--- src/rtl/axi_logpwr_pkg.sv ---
// rtl/axi_logpwr_pkg.sv - shared states, source indices and defaults for the logpwr scheduler
package axi_logpwr_pkg;

  typedef enum logic [1:0] {
    ST_IDLE = 2'd0,
    ST_GNT0 = 2'd1,
    ST_GNT1 = 2'd2
  } state_e;

  localparam logic SRC0        = 1'b0;
  localparam logic SRC1        = 1'b1;
  localparam int   DEF_WIDTH   = 32;
  localparam int   DEF_MAX_LEN = 1024;

endpackage

--- src/rtl/axi_logpwr_sched_if.sv ---
// rtl/axi_logpwr_sched_if.sv - stream bundle with source-index sideband
interface axi_logpwr_sched_if
  import axi_logpwr_pkg::*;
#(
  parameter int WIDTH = DEF_WIDTH
);

  logic [WIDTH-1:0] tdata;
  logic             tlast;
  logic             tvalid;
  logic             tready;
  logic             tuser;

  modport master (output tdata, tlast, tvalid, tuser, input tready);
  modport slave  (input tdata, tlast, tvalid, tuser, output tready);

endinterface

--- src/rtl/axi_logpwr_sched_pipe_reg.sv ---
// rtl/axi_logpwr_sched_pipe_reg.sv - single-entry output register slice
module axi_pipe_reg
  import axi_logpwr_pkg::*;
(
  input  logic                      clk,
  input  logic                      reset_n,
  axi_logpwr_sched_if.slave         s_in,
  axi_logpwr_sched_if.master        m_out
);

  // Accept a new beat whenever the slot is empty or being drained this cycle.
  assign s_in.tready = ~m_out.tvalid | m_out.tready;

  always_ff @(posedge clk or negedge reset_n) begin
    if (!reset_n) begin
      m_out.tvalid <= 1'b0;
      m_out.tdata  <= '0;
      m_out.tlast  <= 1'b0;
      m_out.tuser  <= SRC0;
    end else if (s_in.tvalid && s_in.tready) begin
      m_out.tvalid <= 1'b1;
      m_out.tdata  <= s_in.tdata;
      m_out.tlast  <= s_in.tlast;
      m_out.tuser  <= s_in.tuser;
    end else if (m_out.tready) begin
      m_out.tvalid <= 1'b0;
    end
  end

endmodule

--- src/rtl/axi_logpwr_sched.sv ---
// rtl/axi_logpwr_sched.sv - two-requester frame arbiter feeding the shared logpwr pipeline
module axi_logpwr_sched
  import axi_logpwr_pkg::*;
#(
  parameter int WIDTH   = DEF_WIDTH,
  parameter int MAX_LEN = DEF_MAX_LEN
) (
  input  logic             clk,
  input  logic             reset_n,
  input  logic [WIDTH-1:0] i0_tdata,
  input  logic             i0_tlast,
  input  logic             i0_tvalid,
  output logic             i0_tready,
  input  logic [WIDTH-1:0] i1_tdata,
  input  logic             i1_tlast,
  input  logic             i1_tvalid,
  output logic             i1_tready,
  output logic [WIDTH-1:0] o_tdata,
  output logic             o_tlast,
  output logic             o_tvalid,
  input  logic             o_tready,
  output logic             o_tuser,
  input  logic [1:0]       en,
  input  logic             clr,
  output logic [15:0]      frame_cnt0,
  output logic [15:0]      frame_cnt1,
  output logic             len_err
);

  localparam int            CW       = $clog2(MAX_LEN + 1);
  localparam logic [CW-1:0] LAST_IDX = CW'(MAX_LEN - 1);

  state_e           r_state, w_next;
  logic             r_last_gnt, w_last_gnt_nxt;
  logic [CW-1:0]    r_beat_cnt;
  logic [15:0]      r_frame_cnt0, r_frame_cnt1;
  logic             r_len_err;

  logic             w_req0, w_req1, w_granted, w_src;
  logic             w_sel_valid, w_sel_last, w_at_limit;
  logic             w_accept, w_force, w_frame_end;
  logic [WIDTH-1:0] w_sel_data;

  axi_logpwr_sched_if #(.WIDTH(WIDTH)) w_pipe_in ();
  axi_logpwr_sched_if #(.WIDTH(WIDTH)) w_pipe_out ();

  assign w_req0      = en[0] & i0_tvalid;
  assign w_req1      = en[1] & i1_tvalid;
  assign w_granted   = (r_state != ST_IDLE);
  assign w_src       = (r_state == ST_GNT1) ? SRC1 : SRC0;
  assign w_sel_valid = w_src ? i1_tvalid : i0_tvalid;
  assign w_sel_last  = w_src ? i1_tlast  : i0_tlast;
  assign w_sel_data  = w_src ? i1_tdata  : i0_tdata;
  assign w_at_limit  = (r_beat_cnt == LAST_IDX);

  assign w_accept    = w_granted & w_sel_valid & w_pipe_in.tready;
  assign w_force     = w_accept & ~w_sel_last & w_at_limit;
  assign w_frame_end = w_accept & (w_sel_last | w_at_limit);

  assign i0_tready = (r_state == ST_GNT0) & w_pipe_in.tready;
  assign i1_tready = (r_state == ST_GNT1) & w_pipe_in.tready;

  assign w_pipe_in.tvalid = w_granted & w_sel_valid;
  assign w_pipe_in.tdata  = w_sel_data;
  assign w_pipe_in.tlast  = w_sel_last | w_at_limit;
  assign w_pipe_in.tuser  = w_src;

  axi_pipe_reg u_pipe (
    .clk     (clk),
    .reset_n (reset_n),
    .s_in    (w_pipe_in),
    .m_out   (w_pipe_out)
  );

  assign w_pipe_out.tready = o_tready;
  assign o_tdata  = w_pipe_out.tdata;
  assign o_tlast  = w_pipe_out.tlast;
  assign o_tvalid = w_pipe_out.tvalid;
  assign o_tuser  = w_pipe_out.tuser;

  // Arbitration happens only in IDLE; a grant is held until its frame end is accepted.
  always_comb begin
    w_next         = r_state;
    w_last_gnt_nxt = r_last_gnt;
    case (r_state)
      ST_IDLE: begin
        if (w_req0 && w_req1) begin
          if (r_last_gnt == SRC1) begin
            w_next         = ST_GNT0;
            w_last_gnt_nxt = SRC0;
          end else begin
            w_next         = ST_GNT1;
            w_last_gnt_nxt = SRC1;
          end
        end else if (w_req0) begin
          w_next         = ST_GNT0;
          w_last_gnt_nxt = SRC0;
        end else if (w_req1) begin
          w_next         = ST_GNT1;
          w_last_gnt_nxt = SRC1;
        end
      end
      ST_GNT0, ST_GNT1: begin
        if (w_frame_end) w_next = ST_IDLE;
      end
      default: w_next = ST_IDLE;
    endcase
  end

  always_ff @(posedge clk or negedge reset_n) begin
    if (!reset_n) begin
      r_state    <= ST_IDLE;
      r_last_gnt <= SRC1;
      r_beat_cnt <= '0;
    end else begin
      r_state    <= w_next;
      r_last_gnt <= w_last_gnt_nxt;
      if (w_frame_end) r_beat_cnt <= '0;
      else if (w_accept) r_beat_cnt <= r_beat_cnt + CW'(1);
    end
  end

  // clr wins over any same-cycle increment or error set.
  always_ff @(posedge clk or negedge reset_n) begin
    if (!reset_n) begin
      r_frame_cnt0 <= '0;
      r_frame_cnt1 <= '0;
      r_len_err    <= 1'b0;
    end else if (clr) begin
      r_frame_cnt0 <= '0;
      r_frame_cnt1 <= '0;
      r_len_err    <= 1'b0;
    end else begin
      if (w_frame_end && (w_src == SRC0)) r_frame_cnt0 <= r_frame_cnt0 + 16'd1;
      if (w_frame_end && (w_src == SRC1)) r_frame_cnt1 <= r_frame_cnt1 + 16'd1;
      if (w_force) r_len_err <= 1'b1;
    end
  end

  assign frame_cnt0 = r_frame_cnt0;
  assign frame_cnt1 = r_frame_cnt1;
  assign len_err    = r_len_err;

endmodule

--- config.mk ---
export PLATFORM = sky130hd
export DESIGN_NAME = axi_logpwr_sched
export DESIGN_NICKNAME = d
export VERILOG_FILES = /design/src/rtl/axi_logpwr_pkg.sv /design/src/rtl/axi_logpwr_sched_if.sv /design/src/rtl/axi_logpwr_sched_pipe_reg.sv /design/src/rtl/axi_logpwr_sched.sv
export SDC_FILE = /design/constraint.sdc
export NUM_CORES = 1
export LEC_CHECK = 0
export BUFFER_PORTS_ARGS = -buffer_cell sky130_fd_sc_hd__buf_2
export CAP_MARGIN = 20
export CORE_MARGIN = 2
export CORE_UTILIZATION = 40
export DETAILED_ROUTE_END_ITERATION = 8
export PLACE_DENSITY = 0.77
export SLEW_MARGIN = 30
export SYNTH_ARGS = -nofsm -noshare
export SYNTH_HDL_FRONTEND = slang
export SYNTH_SLANG_ARGS = --single-unit
--- constraint.sdc ---
create_clock -name clk -period 3.4 [get_ports clk]
set_input_delay 0.17 -clock clk [delete_from_list [all_inputs] [get_ports clk]]
set_output_delay 0.17 -clock clk [all_outputs]
set_load 0.05 [all_outputs]
---- After elaboration in Yosys (flattened, before gate mapping) ----
Index checks and enable logic that the tools add are counted.
Widths: inputs -> output; s select.
word-level totals
  input port bits ......................... 74
  flip-flop bits (word level) ............. 82
cells by class
  equal/unequal tests ..................... 5
  reduce and logical (&&, ||, !) cells .... 15
  bitwise logic cells ..................... 14
  add/subtract/negate cells ............... 3
  muxes and demuxes ....................... 24
operators by type and width
  operator               count
  $mux 16                4
  $add 16x1->16 const B  2
  $mux 32                1
  $mux 11                2
  $reduce_bool 2->1      6
  $add 11x1->11 const B  1
  $eq 11x10->1 const B   1
  $mux 1                 11
  $mux 2                 5
  $and 1x1->1            9
  $logic_and 1x1->1      4
  $ne 4x4->1 const B     1
  $pmux 2 s2             1
  $reduce_and 2->1       2
  $not 1->1              3
  $reduce_bool 3->1      1
  $eq 2x1->1 const B     1
  $eq 2x2->1 const B     1
  $logic_not 2->1        1
  $ne 2x2->1 const B     1
  $or 1x1->1             2
  $reduce_or 2->1        1

---- Depth between registers and ports, before layout ----
  depth in word-level cells ............... 9
  mapped depth ............................ 10
  gate-level depth less buffers ........... 6

---- Hierarchy ----
A second synthesis with hierarchy kept.
second synthesis, totals
  cell total of the unflattened synthesis .. 416
  area total of the unflattened synthesis .. 4643.2 µm²
by module, submodules not included
  module            instances  cells an instance  area each (µm²)
  axi_logpwr_sched  1          341                3179.3
  axi_pipe_reg      1          75                 1463.9

---- Worst setup path after synthesis ----
OpenSTA, ideal clock, no wires.
  path kind ............................... register to register
  start ................................... register r_state[0]
  end ..................................... register r_frame_cnt0[15] (netlist: frame_cnt0[15])
  cell stages (with the launch flop) ...... 9
  required time ........................... 3.322 ns
  buffers on the path ..................... 2
  path slack .............................. 1.211 ns
  arrival ................................. 2.111 ns
  library setup time ...................... 0.078 ns
  path through ............................ dfrtp_1 inv_1 ha_1 buf_6 mux2i_1 or4_4 clkbuf_2 or4_1 a21oi_1
on the way
  longest elaborated chain between the ends .. 8
RTL lines
  what                           RTL line                   text
  start, declared                axi_logpwr_sched.sv:33     state_e r_state, w_next;
  start signal, assigned         axi_logpwr_sched.sv:116    r_state <= w_next;
  $eq 2x2->1 *                   axi_logpwr_sched.sv:50     assign w_src = (r_state == ST_GNT1) ? SRC1 : SRC0;
  $mux 1 *                       axi_logpwr_sched.sv:50
  via u_pipe.s_in.tuser          axi_logpwr_sched_if.sv:15  modport slave (input tdata, tlast, tvalid, tuser, output tready);
  $mux 1                         axi_logpwr_sched.sv:51     assign w_sel_valid = w_src ? i1_tvalid : i0_tvalid;
  $and 1x1->1 (2 in series)      axi_logpwr_sched.sv:56     assign w_accept = w_granted & w_sel_valid & w_pipe_in.tready;
  $and 1x1->1                    axi_logpwr_sched.sv:58     assign w_frame_end = w_accept & (w_sel_last | w_at_limit);
  $logic_and 1x1->1 *            axi_logpwr_sched.sv:134    if (w_frame_end && (w_src == SRC0)) r_frame_cnt0 <= r_frame_cnt0 + 16'd1;
  $reduce_bool 2->1 (no line) *  -
  end signal, assigned           axi_logpwr_sched.sv:134
  end, declared                  axi_logpwr_sched.sv:36     logic [15:0] r_frame_cnt0, r_frame_cnt1;
Mark *: on every way through the listed nets, which the timed path passes. The rest lies on a longest branch.
A chain may end at the register's enable or synchronous reset.

---- Worst setup path after layout ----
  start ................................... register r_state[0]
  end ..................................... register r_frame_cnt1[2] (netlist: frame_cnt1[2])
on the way
  longest elaborated chain between the ends .. 8
RTL lines
  what                           RTL line                 text
  $eq 2x2->1                     axi_logpwr_sched.sv:50
  $mux 1                         axi_logpwr_sched.sv:50
  $mux 1                         axi_logpwr_sched.sv:51
  $and 1x1->1 (2 in series)      axi_logpwr_sched.sv:56
  $and 1x1->1                    axi_logpwr_sched.sv:58
  $logic_and 1x1->1 *            axi_logpwr_sched.sv:135  if (w_frame_end && (w_src == SRC1)) r_frame_cnt1 <= r_frame_cnt1 + 16'd1;
  $reduce_bool 2->1 (no line) *  -
  end signal, assigned           axi_logpwr_sched.sv:135
  end, declared                  axi_logpwr_sched.sv:36
Every way passes the cells marked *; elsewhere a longest branch is shown, timed or not.

==> summary.md <==
| Metric | Value |
|---|---|
| CP top delay family | simple AND/OR/NAND/NOR gates |
| IR drop worst, VDD | 0.000672 V |
| Synthesis-to-finish area growth | 24.0% |
| Post-synthesis compound-gate area fraction | 16.8% |
| Startpoint of the worst setup timing path | r_state[0] |
| Total chip power | 4.02 mW |
| Post-layout net count | 654 |
| Die outline height | 108 um |
| Multiplexer fraction of the synthesized cell area | 9.16% |
| Cell area after layout | 0.00535 mm2 |
| Count of standard-cell rows | 37 |
| Number of global-route vias before repair | 3706 |
| Worst Hold Class | primary input to flop |
| TritonCTS Buffers | 9 |
| Most frequent standard cell in the layout excluding fill and tap cells | sky130_fd_sc_hd__buf_2 |
| Port buffer count | 143 |
| Slowest stage cell, crit path | sky130_fd_sc_hd__nand4b_1 |
| Max Clk Rate | 0.377 GHz |
| Share of the synthesized netlist area taken by xor and xnor gates | 0% |
| Total number of yosys warnings | 0 |
| Nature of the critical path startpoint | flop |
| Clock latency at the later pin of the worst-skew pair | 0.35 ns |
| Status | finished, final reports clean |
| Share of the synthesized area in the top cell type | 47.0% |
| Worst path arrival time | 2.92 ns |
| Clock Sink Count | 82 |
| Cell types occupying the most area after synthesis | sky130_fd_sc_hd__dfrtp_1 47%, sky130_fd_sc_hd__mux2i_1 8.1%, sky130_fd_sc_hd__or4_1 5.2%, sky130_fd_sc_hd__o31ai_1 5.0%, sky130_fd_sc_hd__o21ai_1 4.9% |
| Number of remaining DRC errors | 0 |
| Final cell utilization of the core | 51.4% |
| Number of slew-limit violations in the final report | 0 |
| Diodes inserted | 0 |
| Placed Instances | 698 |
| #FFs+latches synth | 82 |
| Slowest stage delay, CP | 0.77 ns |
| Vias per std cell | 5.46 |
| Post-synth top flop | sky130_fd_sc_hd__dfrtp_1 |
| Setup Crit Path Kind | flop to flop |
| Total Negative Setup Slacks | 0 ns |
| Sequential cell area fraction in the yosys report | 47.6% |
| Wire length after detailed routing | 10.5 mm |
| Ys async rst share | 100% |
| Standby leakage power | 2.51 nW |
| Fraction of layout instances using a drive strength above 1 | 29.5% |
| Gpl congestion | 0.805 |
| Ratio of total power to cell area | 751 mW/mm2 |
| Top library cells by usage in the layout, fill and taps aside | 142 x sky130_fd_sc_hd__buf_2, 81 x sky130_fd_sc_hd__dfrtp_1, 51 x sky130_fd_sc_hd__nand2_1 |
| Setup repair after global routing missed its margin | no |
| Hold slack final | 0.0874 ns |
| Number of distinct standard cells referenced by the synthesized netlist | 43 |
| WP buf/inv | 2 |
| Setup violations, final | 0 |
| Synthesized net count | 528 |
| Final HPWL DP | 7.52 mm |
| Worst hold start | i0_tdata[19] |
| Vias | 3904 |
| H-tree depth | 3 |
| Routed wire length per instance | 14.7 um |
| Largest family of logic cells by synthesized area | simple AND/OR/NAND/NOR gates |
| Post-route non-filler standard cell count | 715 |
| Clock transition at path regs | 0.09 ns |
| CTS tree | built |
| I/O pin cnt | 144 |
| Category of the worst setup path capture point | flop |
| Largest buffer count on any clock path | 2 |
| Number of flops mapped to enable cells by yosys | 0 |
| Cell accounting for the most synthesized area | sky130_fd_sc_hd__dfrtp_1 |
| Final hold violation count | 0 |
| Die Outline Area | 0.0116 mm2 |
| Overall die width | 108 um |
| Transition time at the pin with the least slew margin | 0.829 ns |
| Avg Inst Size Synth | 9.63 um2 |
| Portion of the clock cycle consumed by the worst path in the final layout | 78.0% |
| Total of max-cap violations | 0 |
| Total cell area at the placement stage | 0.00512 mm2 |
| Global routing usage summed across all routing layers | 18.1% |
| Overflow left after global routing | 0 |
| Final worst slack | 0.747 ns |
| Iteration-0 DRC Markers | 131 |
| Global-route wire length before repair | 17.0 mm |
| Clock tree root driver cell | sky130_fd_sc_hd__clkbuf_8 |
| Number of search-and-repair iterations in the first detailed-routing pass | 4 |
| Area of the core | 0.0104 mm2 |
| Worst R2R Start | r_state[0] |
| Series of cell instances along the critical path | inv_1 -> ha_1 -> nand4b_1 -> buf_4 -> or4_1 -> a21oi_1 |
| Fin Clk Skew | 0.0117 ns |
| Min cycle time layout | 2.65 ns |
| Number of antenna violations at the first check in global routing | 0 |
| Data required time at the worst endpoint | 3.66 ns |
| Flop-to-flop setup slack | 0.75 ns |
| Count of mapped cells out of synthesis | 448 |
| Share of synthesized cell area in and, or, nand and nor gates | 20.9% |
| Highest fanout seen on the critical path | 23 |
| Starting density of the core | 41.4% |
| Post-synthesis instance area | 0.00432 mm2 |
| Maximum number of pins on one net before global-route repair | 83 |
| Setup Slack @ Placement | 0.804 ns |
| DRT antenna net count | 0 |
| Max-slew headroom at the worst pin | 44.5% |
| Share of synthesized cell area in full adder, half adder and majority cells | 1.74% |
## layer usage
layer	part of all wire, %	track usage, %	vias to the layer above	wire length [um]
met5	0	0	-	0
met4	1.7	6.04	0	178
met3	5.4	4.06	14	569
met2	48	30.0	129	5010
met1	45	23.4	1820	4720
li1	-	-	1941	-
## cells by family after synthesis
family	after synthesis
simple gates	162
compound gates	120
fa+ha+maj	6
flops	82
mux	39
buf+inv	39
## registers in the layout, summed over array words and instances, names as in the netlist
signal and flops:
frame_cnt0 16, frame_cnt1 16, len_err 1, r_beat_cnt 11
r_last_gnt 1, r_state 2, u_pipe.m_out.tdata 32, u_pipe.m_out.tlast 1
u_pipe.m_out.tuser 1, u_pipe.m_out.tvalid 1
## path summary, 6_finish.rpt
kind | endpoint | depth (start not counted)
min | u_pipe.m_out.tdata[19] | 3
min in group asynchronous | frame_cnt0[13] | 2
max reg2reg | frame_cnt1[2] | 6
max in group asynchronous | u_pipe.m_out.tdata[6] | 2
max | frame_cnt1[2] | 6
min reg2reg | u_pipe.m_out.tdata[31] | 2
## worst min-delay path, stage by stage
cell and delay, ns:
sky130_fd_sc_hd__buf_2 0.07, sky130_fd_sc_hd__mux2i_1 0.05, sky130_fd_sc_hd__o21ai_1 0.11
## final cells by class
type	instances	area, um2
Sequential cell	82	2050
Clock buffer	9	124
Fill cell	964	5070
Timing Repair Buffer	149	769
Inverter	5	18.8
Tap cell	136	170
Multi-Input combinational cell	327	2110
Clock inverter	7	100
## cell usage after synthesis (all sizes together) (8+ instances only)
cell and number:
or4 31, dfrtp 81, o21ai 42, nand4 9
o31ai 29, a21oi 32, nor2 8, nand2 51
and3 10, mux2i 35, nand3 20, clkbuf 22
buf 12
## power breakdown
part / switching [mW] / total [mW] / internal [mW]
clock network: 0.373 / 0.794 / 0.422
registers: 0.170 / 1.39 / 1.22
logic: 1.35 / 1.84 / 0.490
## what timing repair did
item | 4_1_cts | 5_1_grt
buffers inserted | 0 | 0
gates resized for setup | 0 | 0
hold buffers | 1 | 0
hold endpoints to repair | 81 | 0
Note: power is estimated with default switching activity, not from simulation.
